==> src/rtl/nibble_serial_adder_ctrl.sv <==
// Nibble-serial WIDTH-bit adder/subtractor.
// A single 4-bit ripple adder is reused over WIDTH/4 cycles, least-significant
// nibble first. The carry between nibbles is held in a register, so the
// combinational path is one 4-bit adder wide whatever WIDTH is.
// Operands come in and the result goes out over valid/ready handshakes.

// 4-bit ripple-carry adder: the only arithmetic element in the controller.
module ripple_4bit_carry_adder (
    input  logic [3:0] i_a,
    input  logic [3:0] i_b,
    input  logic       i_cin,
    output logic [3:0] o_sum,
    output logic       o_cout
);

    logic [4:0] w_c;

    assign w_c[0] = i_cin;

    // One full adder per bit; each bit's carry-out feeds the next bit.
    for (genvar k = 0; k < 4; k++) begin : g_fa
        assign o_sum[k]   = i_a[k] ^ i_b[k] ^ w_c[k];
        assign w_c[k + 1] = (i_a[k] & i_b[k]) | (w_c[k] & (i_a[k] ^ i_b[k]));
    end

    assign o_cout = w_c[4];

endmodule

// Controller that runs the adder over the operand nibbles.
// WIDTH must be a multiple of 4 and at least 8.
module nibble_serial_adder_ctrl #(
    parameter int WIDTH = 16
) (
    input  logic             clk,
    input  logic             rst_n,
    input  logic             in_valid,
    output logic             in_ready,
    input  logic [WIDTH-1:0] a,
    input  logic [WIDTH-1:0] b,
    input  logic             cin,
    input  logic             sub,
    output logic             out_valid,
    input  logic             out_ready,
    output logic [WIDTH-1:0] sum,
    output logic             cout,
    output logic             ovf,
    output logic             busy
);

    localparam int N  = WIDTH / 4;
    localparam int CW = $clog2(N);
    localparam logic [CW-1:0] LAST_NIB = CW'(N - 1);

    typedef enum logic [1:0] {
        S_IDLE = 2'd0,
        S_RUN  = 2'd1,
        S_DONE = 2'd2
    } state_t;

    state_t           r_state;
    state_t           w_next;

    logic [WIDTH-1:0] r_a;        // operand A, shifted right one nibble per RUN cycle
    logic [WIDTH-1:0] r_b;        // operand B after optional inversion, shifted the same way
    logic [WIDTH-1:0] r_result;   // result, filled from the top one nibble at a time
    logic             r_c;        // carry between nibbles; holds the final carry in DONE
    logic             r_sign_a;
    logic             r_sign_b;
    logic [CW-1:0]    r_cnt;

    logic [3:0]       w_nib;
    logic             w_nib_cout;
    logic             w_accept;
    logic             w_last;

    assign w_accept = in_valid && (r_state == S_IDLE);
    assign w_last   = (r_cnt == LAST_NIB);

    ripple_4bit_carry_adder u_adder (
        .i_a    (r_a[3:0]),
        .i_b    (r_b[3:0]),
        .i_cin  (r_c),
        .o_sum  (w_nib),
        .o_cout (w_nib_cout)
    );

    // State register; reset returns to IDLE at once, even in the middle of RUN.
    // NOTE: sequential state uses non-blocking (<=) assignments so that every
    // flop samples the values from before the edge, whatever order the blocks run in.
    always_ff @(posedge clk or negedge rst_n) begin
        if (!rst_n) begin
            r_state <= S_IDLE;
        end else begin
            r_state <= w_next;
        end
    end

    // Next-state logic: accept in IDLE, run N nibbles, then hold until the consumer takes the result.
    // NOTE: the default assignment at the top keeps this block free of inferred latches.
    always_comb begin
        w_next = r_state;
        unique case (r_state)
            S_IDLE: if (w_accept)  w_next = S_RUN;
            S_RUN:  if (w_last)    w_next = S_DONE;
            S_DONE: if (out_ready) w_next = S_IDLE;
            default:               w_next = S_IDLE;
        endcase
    end

    // Handshake and status outputs, decoded from the state alone.
    always_comb begin
        in_ready  = 1'b0;
        out_valid = 1'b0;
        busy      = 1'b0;
        unique case (r_state)
            S_IDLE:  in_ready  = 1'b1;
            S_RUN:   busy      = 1'b1;
            S_DONE:  out_valid = 1'b1;
            default: in_ready  = 1'b0;
        endcase
    end

    // Datapath: capture operands on accept, then one adder nibble per RUN cycle.
    // Subtract is done as A + ~B + 1, so the carry register is seeded with 1.
    always_ff @(posedge clk or negedge rst_n) begin
        if (!rst_n) begin
            r_a      <= '0;
            r_b      <= '0;
            r_result <= '0;
            r_c      <= 1'b0;
            r_sign_a <= 1'b0;
            r_sign_b <= 1'b0;
            r_cnt    <= '0;
        end else begin
            unique case (r_state)
                S_IDLE: begin
                    if (w_accept) begin
                        r_a      <= a;
                        r_b      <= sub ? ~b : b;
                        r_c      <= sub ? 1'b1 : cin;
                        r_sign_a <= a[WIDTH-1];
                        r_sign_b <= sub ? ~b[WIDTH-1] : b[WIDTH-1];
                        r_cnt    <= '0;
                    end
                end
                S_RUN: begin
                    r_result <= {w_nib, r_result[WIDTH-1:4]};
                    r_c      <= w_nib_cout;
                    r_a      <= r_a >> 4;
                    r_b      <= r_b >> 4;
                    r_cnt    <= r_cnt + CW'(1);
                end
                default: begin
                    // DONE holds every register so the result stays stable under backpressure.
                end
            endcase
        end
    end

    assign sum  = r_result;
    assign cout = r_c;
    // Overflow: both addends have the same sign and the result sign differs.
    assign ovf  = (r_sign_a == r_sign_b) && (r_result[WIDTH-1] != r_sign_a);

endmodule

==> config.mk <==
export PLATFORM = sky130hd
export DESIGN_NAME = nibble_serial_adder_ctrl
export DESIGN_NICKNAME = d
export VERILOG_FILES = /design/src/rtl/nibble_serial_adder_ctrl.sv
export SDC_FILE = /design/constraint.sdc
export NUM_CORES = 1
export LEC_CHECK = 0
export BUFFER_PORTS_ARGS = -buffer_cell sky130_fd_sc_hd__buf_2
export CAP_MARGIN = 25
export CORE_ASPECT_RATIO = 2
export CORE_MARGIN = 8
export CORE_UTILIZATION = 45
export CTS_BUF_LIST = sky130_fd_sc_hd__clkbuf_4
export CTS_CLUSTER_DIAMETER = 200
export DETAILED_ROUTE_END_ITERATION = 16
export PLACE_DENSITY = 0.69
export SKIP_LAST_GASP = 1
export SYNTH_ARGS = -nofsm -noshare
export SYNTH_HDL_FRONTEND = slang
export SYNTH_SLANG_ARGS = --single-unit
==> constraint.sdc <==
create_clock -name clk -period 2.4 [get_ports clk]
set_input_delay 0.72 -clock clk [delete_from_list [all_inputs] [get_ports clk]]
set_output_delay 0.72 -clock clk [all_outputs]
set_load 0.005 [all_outputs]
==> results of run 1 <==
[Yosys cell counts, drive strengths merged]
cell type	number	area, µm²
a22o	1	8.76
xnor2	15	131
inv	9	33.8
or3b	1	8.76
clkbuf	3	11.3
nor3b	1	12.5
o21bai	1	7.51
nor2b	1	6.26
o311ai	2	17.5
nand3	25	125
xor2	1	8.76
o21ai	5	25.0
a211oi	4	45.1
dfrtp	55	1380
nor3	2	15.0
ha	1	12.5
nand2b	1	6.26
nand2	88	330
buf	15	108
a221o	12	120
nor2	17	66.3
fa	4	80.1
[cells by family after synthesis]
family | Yosys count
AO/OA/AOI/OAI | 25
XOR/XNOR | 16
adder cells (fa/ha/maj) | 5
buffers and inverters | 27
flip-flops | 55
AND/OR/NAND/NOR | 136
[final timing paths]
path	end	slack [ns]	depth (start not counted)
setup / recovery	sum[15]	0.18	8
hold / removal	sum[12]	0.36	1
setup reg to reg	sum[15]	0.18	8
hold reg to reg	sum[0]	0.49	2
max in group asynchronous	r_b[6]	1.47	2
min in group clk	sum[0]	0.49	2
[sequential cells by signal, indices dropped and copies added, names as in the netlist]
| name | cells |
|---|---|
| r_state | 2 |
| r_b | 16 |
| r_a | 16 |
| r_cnt | 2 |
| sum | 16 |
| cout | 1 |
| r_sign_b | 1 |
| r_sign_a | 1 |
[final cells by class]
class	count	area (µm²)
Clock buffer	5	37.5
Tap cell	61	76.3
Timing Repair Buffer	64	348
Multi-Input combinational cell	182	1030
Sequential cell	55	1380
Inverter	9	33.8
Fill cell	548	2690
Clock inverter	3	20.0
[worst max-delay path: stages, from the launching register on]
cell	delay, ns
dfrtp_1	0.45
fa_1	0.42
inv_1	0.07
fa_1	0.16
inv_1	0.06
fa_1	0.35
inv_1	0.08
fa_1	0.41
o21ai_1	0.16
[repair_timing]
action | CTS | global route
endpoints found under the setup margin | 0 | 1
resized for setup | 0 | 1
hold endpoints to repair | 0 | 0
[report_power, final]
part	internal [mW]	switching (mW)	leakage [nW]	total [mW]
clock	0.113	0.281	0.0288	0.394
sequential	1.34	0.271	0.701	1.61
combinational	0.651	0.947	0.769	1.60
total	2.11	1.50	1.50	3.61
[per-layer routing]
layer  vias up  track usage (%)
met1       947             15.3
li1        963                -
met5         -                0
met2        65             23.4
met3         7             3.88
met4         0             5.03
==> flow_metrics.py, run 1 <==
metrics = {
    "clock_tree": {
        "clock_sinks": 55,
        "cts_buffers": 5,
        "hold_buffers": 0,
        "htreeDepth": 2,
        "insertion_delay_ns": 0.37,
        "post_cts_buffers": 0,
        "clockBufferDepth": 2,
        "cts_tree": "built",
        "cts-root-buf": "clkbuf_4",
        "clk_pin_slew_ns": 0.15,
    },
    "global_routing": {
        "grt_start_max_net_pins": 48,
        "gr-total-overflow": 0,
        "grt_pass1_wl_um": 9680,
        "antenna_found_initial": 0,
        "gr-usage-all-layers_pct": 13.5,
        "grt_pass1_vias": 2156,
    },
    "timing": {
        "fmax_mhz": 450,
        "setup_slack_ns": 0.180,
        "skew_ns": 0.0128,
        "fin_crit_sh_pct": 92.5,
        "fin_setup_tns_ns": 0,
        "whs_ns": 0.359,
        "slew_violations": 0,
        "post-route-min-period_ns": 2.22,
        "worst_pin_slew_ns": 0.683,
        "slew_headroom_pct": 54.5,
        "hold_viol": 0,
        "setup_viol": 0,
        "rsz0062_at_grt": "no",
    },
    "placement": {
        "place_hpwl_um": 3890,
        "port-buffer-count": 58,
        "placed_cells": 371,
        "place_ws_ns": 0.158,
        "gp_congestion": 0.757,
        "placed_area_um2": 2860,
    },
    "detailed_routing": {
        "vias_per_cell": 5.23,
        "met3WireLength_um": 347,
        "wire_per_inst_um": 14.6,
        "via_count": 1982,
        "wl_met2_um": 2830,
        "routed_wl_um": 5520,
        "drc": 0,
        "drtIter0Drc": 96,
        "ant_nets": 0,
        "met1Wirelength_um": 2250,
        "highest_layer": "met4",
        "drt_pre_antenna_iters": 5,
    },
    "synth": {
        "synth_compound_area_share_pct": 8.76,
        "synth_top_family_by_area": "simple AND/OR/NAND/NOR gates",
        "synth_area_um2": 2560,
        "synth-xor-area-share_pct": 5.48,
        "synth_area_per_cell_um2": 9.68,
        "muxShareOfSynthArea_pct": 0,
        "yosysWarningCount": 0,
        "synth_fa_ha_area_share_pct": 3.62,
        "yosys.area_share.simple_pct": 22.3,
        "yosysSeqAreaShare_pct": 53.8,
        "ys_seq_elements": 55,
        "synthesis.nets": 307,
        "syn_inst": 264,
        "yosysUniqueCellTypes": 28,
    },
    "finish": {
        "drive_gt1_share_pct": 24.5,
        "antenna_cells": 0,
        "area_growth_pct": 14.2,
        "layoutNonFillerInstCount": 379,
        "final_nets": 360,
        "final_util_pct": 52.0,
        "fin_area_um2": 2920,
        "final_cell_mix": "nand2_1 (88), buf_2 (58), dfrtp_1 (55)",
        "final_common_cell": "nand2_1",
    },
    "setup_path": {
        "crit_start": "cout",
        "critPathArrivalTime_ns": 2.53,
        "crit_type": "flip-flop to flip-flop",
        "critPathRequiredTime_ns": 2.71,
        "setup.worst_path.start_class": "flip-flop",
        "crit_fanout": 3,
        "reg2reg_from": "cout",
        "critPathCaptureType": "flip-flop",
    },
    "job": {
        "cap_violations": 0,
    },
    "floorplanning": {
        "core-area_um2": 5610,
        "start_util_pct": 45.6,
        "die_area_um2": 8490,
        "die_h_um": 123,
        "ios": 59,
        "die_w_um": 69.3,
        "rows": 39,
    },
    "pwr": {
        "p_per_area_nw_per_um2": 1240,
        "p_total_mw": 3.61,
        "ir_drop_mv": 1.07,
        "power.leakage_nw": 1.50,
    },
    "hold_path": {
        "hold_path.class": "primary input to async pin",
    },
    "run_status": {
        "outcome": "finished, final reports clean",
    },
}
No activity file was read; power rests on OpenSTA's default activity.
==> run 2: changes to the inputs <==
--- a/config.mk
+++ b/config.mk
@@ -7,14 +7,17 @@
 export LEC_CHECK = 0
 export BUFFER_PORTS_ARGS = -buffer_cell sky130_fd_sc_hd__buf_2
 export CAP_MARGIN = 25
+export CELL_PAD_IN_SITES_DETAIL_PLACEMENT = 2
+export CELL_PAD_IN_SITES_GLOBAL_PLACEMENT = 2
 export CORE_ASPECT_RATIO = 2
 export CORE_MARGIN = 8
-export CORE_UTILIZATION = 45
+export CORE_UTILIZATION = 33
 export CTS_BUF_LIST = sky130_fd_sc_hd__clkbuf_4
 export CTS_CLUSTER_DIAMETER = 200
 export DETAILED_ROUTE_END_ITERATION = 16
-export PLACE_DENSITY = 0.69
+export PLACE_DENSITY_LB_ADDON = 0.1
 export SKIP_LAST_GASP = 1
 export SYNTH_ARGS = -nofsm -noshare
 export SYNTH_HDL_FRONTEND = slang
+export SYNTH_HIERARCHICAL = 1
 export SYNTH_SLANG_ARGS = --single-unit
==> run 2 against run 1 <==
Compared with the run above: combinational power up 6%; global-route usage decreased by 0.24 points; sequential cell count is the same; register-to-register slack worse by 0.03 ns; sequential power is essentially flat; worst setup slack worse by 0.030 ns; fmax decreased by 1.3%; critical endpoint is now sum[15]; highest routed layer unchanged.
==> flow_metrics.py, run 2 <==
metrics = {
    "clock_tree": {
        "clock_sinks": 55,
        "insertion_delay_ns": 0.39,
        "cts_tree": "built",
        "clockBufferDepth": 2,
        "htreeDepth": 2,
        "clk_pin_slew_ns": 0.16,
        "cts-root-buf": "clkbuf_4",
        "cts_buffers": 5,
        "hold_buffers": 0,
    },
    "timing": {
        "fmax_mhz": 444,
        "fin_crit_sh_pct": 93.7,
        "skew_ns": 0.0135,
        "fin_setup_tns_ns": 0,
        "worst_pin_slew_ns": 0.463,
        "whs_ns": 0.236,
        "slew_headroom_pct": 69.1,
        "post-route-min-period_ns": 2.25,
        "hold_viol": 0,
        "slew_violations": 0,
        "setup_slack_ns": 0.150,
        "setup_viol": 0,
    },
    "global_routing": {
        "grt_start_max_net_pins": 44,
        "gr-usage-all-layers_pct": 13.2,
        "antenna_found_initial": 1,
        "grt_pass1_wl_um": 11600,
        "grt_pass1_vias": 2384,
        "gr-total-overflow": 0,
    },
    "synth": {
        "yosysSeqAreaShare_pct": 54.6,
        "synthesis.nets": 313,
        "yosysWarningCount": 6,
        "synth_area_um2": 2520,
        "synthArstFlopShare_pct": 100,
        "synth_most_common_cell": "nand2_1",
        "ys_seq_elements": 55,
        "synth_top_area_share_pct": 54.6,
        "synth_area_per_cell_um2": 9.33,
        "synth_top_area_cell": "dfrtp_1",
        "netlist_top_cells_count": "nand2_1 (92), dfrtp_1 (55), nand3_1 (32)",
        "synthFlopType": "dfrtp_1",
        "yosysUniqueCellTypes": 24,
        "syn_inst": 270,
        "synth.area.top_cells": "dfrtp_1 (55%), nand2_1 (14%), nand3_1 (6.4%), xnor2_1 (5.2%), a221o_1 (4.8%)",
        "synth_edf_count": 0,
    },
    "setup_path": {
        "cp_common_cell": "fa_1",
        "critPathRequiredTime_ns": 2.74,
        "max_stage_delay_ns": 0.45,
        "path_buf_inv": 4,
        "critical-path-top-delay-family": "adder cells",
        "setup.worst_path.start_class": "flip-flop",
        "critPathCaptureType": "flip-flop",
        "crit_fanout": 2,
        "reg2regPathDepth": 10,
        "path_cells": "fa_2 -> inv_2 -> fa_1 -> inv_1 -> fa_1 -> inv_2 -> fa_1 -> inv_1 -> nand2_1 -> nand2_1",
        "crit_type": "flip-flop to flip-flop",
        "cp.depth": 10,
        "critPathArrivalTime_ns": 2.59,
        "slowest_stage": "fa_1",
    },
    "pwr": {
        "ir_drop_mv": 0.501,
        "pwr-share-seq_pct": 43.6,
        "power.internal_mw": 2.13,
        "swShare_pct": 42.9,
        "power.leakage_nw": 1.54,
        "p_switching_mw": 1.60,
        "combPwrFrac_pct": 45.3,
        "p_per_area_nw_per_um2": 1250,
        "clkPwrFrac_pct": 11.1,
    },
    "detailed_routing": {
        "drtIter0Drc": 64,
        "via_count": 2070,
        "wire_per_inst_um": 16.0,
        "vias_per_cell": 4.88,
        "drc": 0,
        "drt_pre_antenna_iters": 4,
        "ant_nets": 0,
        "routed_wl_um": 6800,
    },
    "finish": {
        "final_nets": 371,
        "drive_gt1_share_pct": 24.3,
        "area_growth_pct": 18.0,
        "final_common_cell": "nand2_1",
        "final_cell_mix": "nand2_1 (92), buf_2 (58), dfrtp_1 (55)",
    },
    "floorplanning": {
        "ios": 59,
        "start_util_pct": 33.6,
        "die_w_um": 77.8,
        "core-area_um2": 7490,
        "rows": 45,
        "die_h_um": 140,
        "die_area_um2": 10900,
    },
    "run_status": {
        "outcome": "finished, final reports clean",
    },
    "job": {
        "cap_violations": 0,
    },
    "placement": {
        "port-buffer-count": 58,
        "gp_congestion": 0.725,
        "place_hpwl_um": 5090,
        "place_ws_ns": 0.152,
    },
    "hold_path": {
        "hold_path.class": "primary input to async pin",
    },
}
-- run 2: repair_timing --
| action | 4_1_cts | 5_1_grt |
|---|---|---|
| buffers inserted | 0 | 0 |
| gates resized for setup | 0 | 3 |
| hold endpoints to repair | 0 | 0 |
| endpoints found under the setup margin | 0 | 1 |
-- run 2: path summary, 6_finish.rpt --
check / slack, ns / endpoint / start
max: 0.15 / sum[15] / r_a[0]
min: 0.24 / r_b[4] / rst_n
max reg2reg: 0.15 / sum[15] / r_a[0]
min reg2reg: 0.49 / r_a[10] / r_a[14]
max in group asynchronous: 1.50 / r_sign_a / rst_n
min in group clk: 0.49 / r_a[10] / r_a[14]
-- run 2: power by group through the flow --
stage	combinational, mW	clock [mW]	sequential [mW]
floorplan	1.13	0	1.59
global placement	1.66	0	1.63
detailed placement	1.73	0	1.66
CTS	1.74	0.444	1.63
global route	1.95	0.473	1.68
finish	1.69	0.413	1.63
-- run 2: stage by stage --
| step | cell area, µm² | utilization, % | cells | power [mW] |
|---|---|---|---|---|
| 6_report | 2970 | 39.7 | 424 | 3.73 |
| 5_1_grt | 2970 | 39.7 | 424 | 4.11 |
| 4_1_cts | 2970 | 39.6 | 423 | 3.82 |
| 3_5_place_dp | 2910 | 38.8 | 415 | 3.39 |
| 3_3_place_gp | 2910 | 38.8 | 415 | 3.29 |
| 2_1_floorplan | 2520 | - | 270 | 2.72 |
-- run 2: final cells by class --
class,instances,area [µm²]
Tap cell,94,118
Clock inverter,3,20.0
Clock buffer,5,37.5
Fill cell,874,4520
Sequential cell,55,1380
Antenna cell,1,2.50
Inverter,12,45.0
Multi-Input combinational cell,187,1010
Timing Repair Buffer,67,358
-- run 2: cells by family after synthesis --
group / Yosys count / synth area share [%]
buffers and inverters: 28 / 5.27
XOR/XNOR: 16 / 5.56
adder cells (fa/ha/maj): 5 / 3.68
AO/OA/AOI/OAI: 20 / 6.61
flip-flops: 55 / 54.6
AND/OR/NAND/NOR: 146 / 24.2
-- run 2: worst reg2reg max path, stage by stage (launching register included) --
cell	delay [ns]
dfrtp_1	0.44
fa_2	0.39
inv_2	0.06
fa_1	0.16
inv_1	0.06
fa_1	0.45
inv_2	0.08
fa_1	0.38
inv_1	0.07
nand2_1	0.05
nand2_1	0.07
-- run 2: metal layers --
layer | GRT usage [%] | vias to the layer above | share of wire [%] | wire length (µm)
li1 | - | 988 | - | -
met1 | 14.1 | 1039 | 40 | 2730
met2 | 23.5 | 36 | 54 | 3650
met3 | 3.48 | 7 | 4.3 | 292
met4 | 5.71 | 0 | 1.8 | 125
met5 | 0 | - | 0 | 0
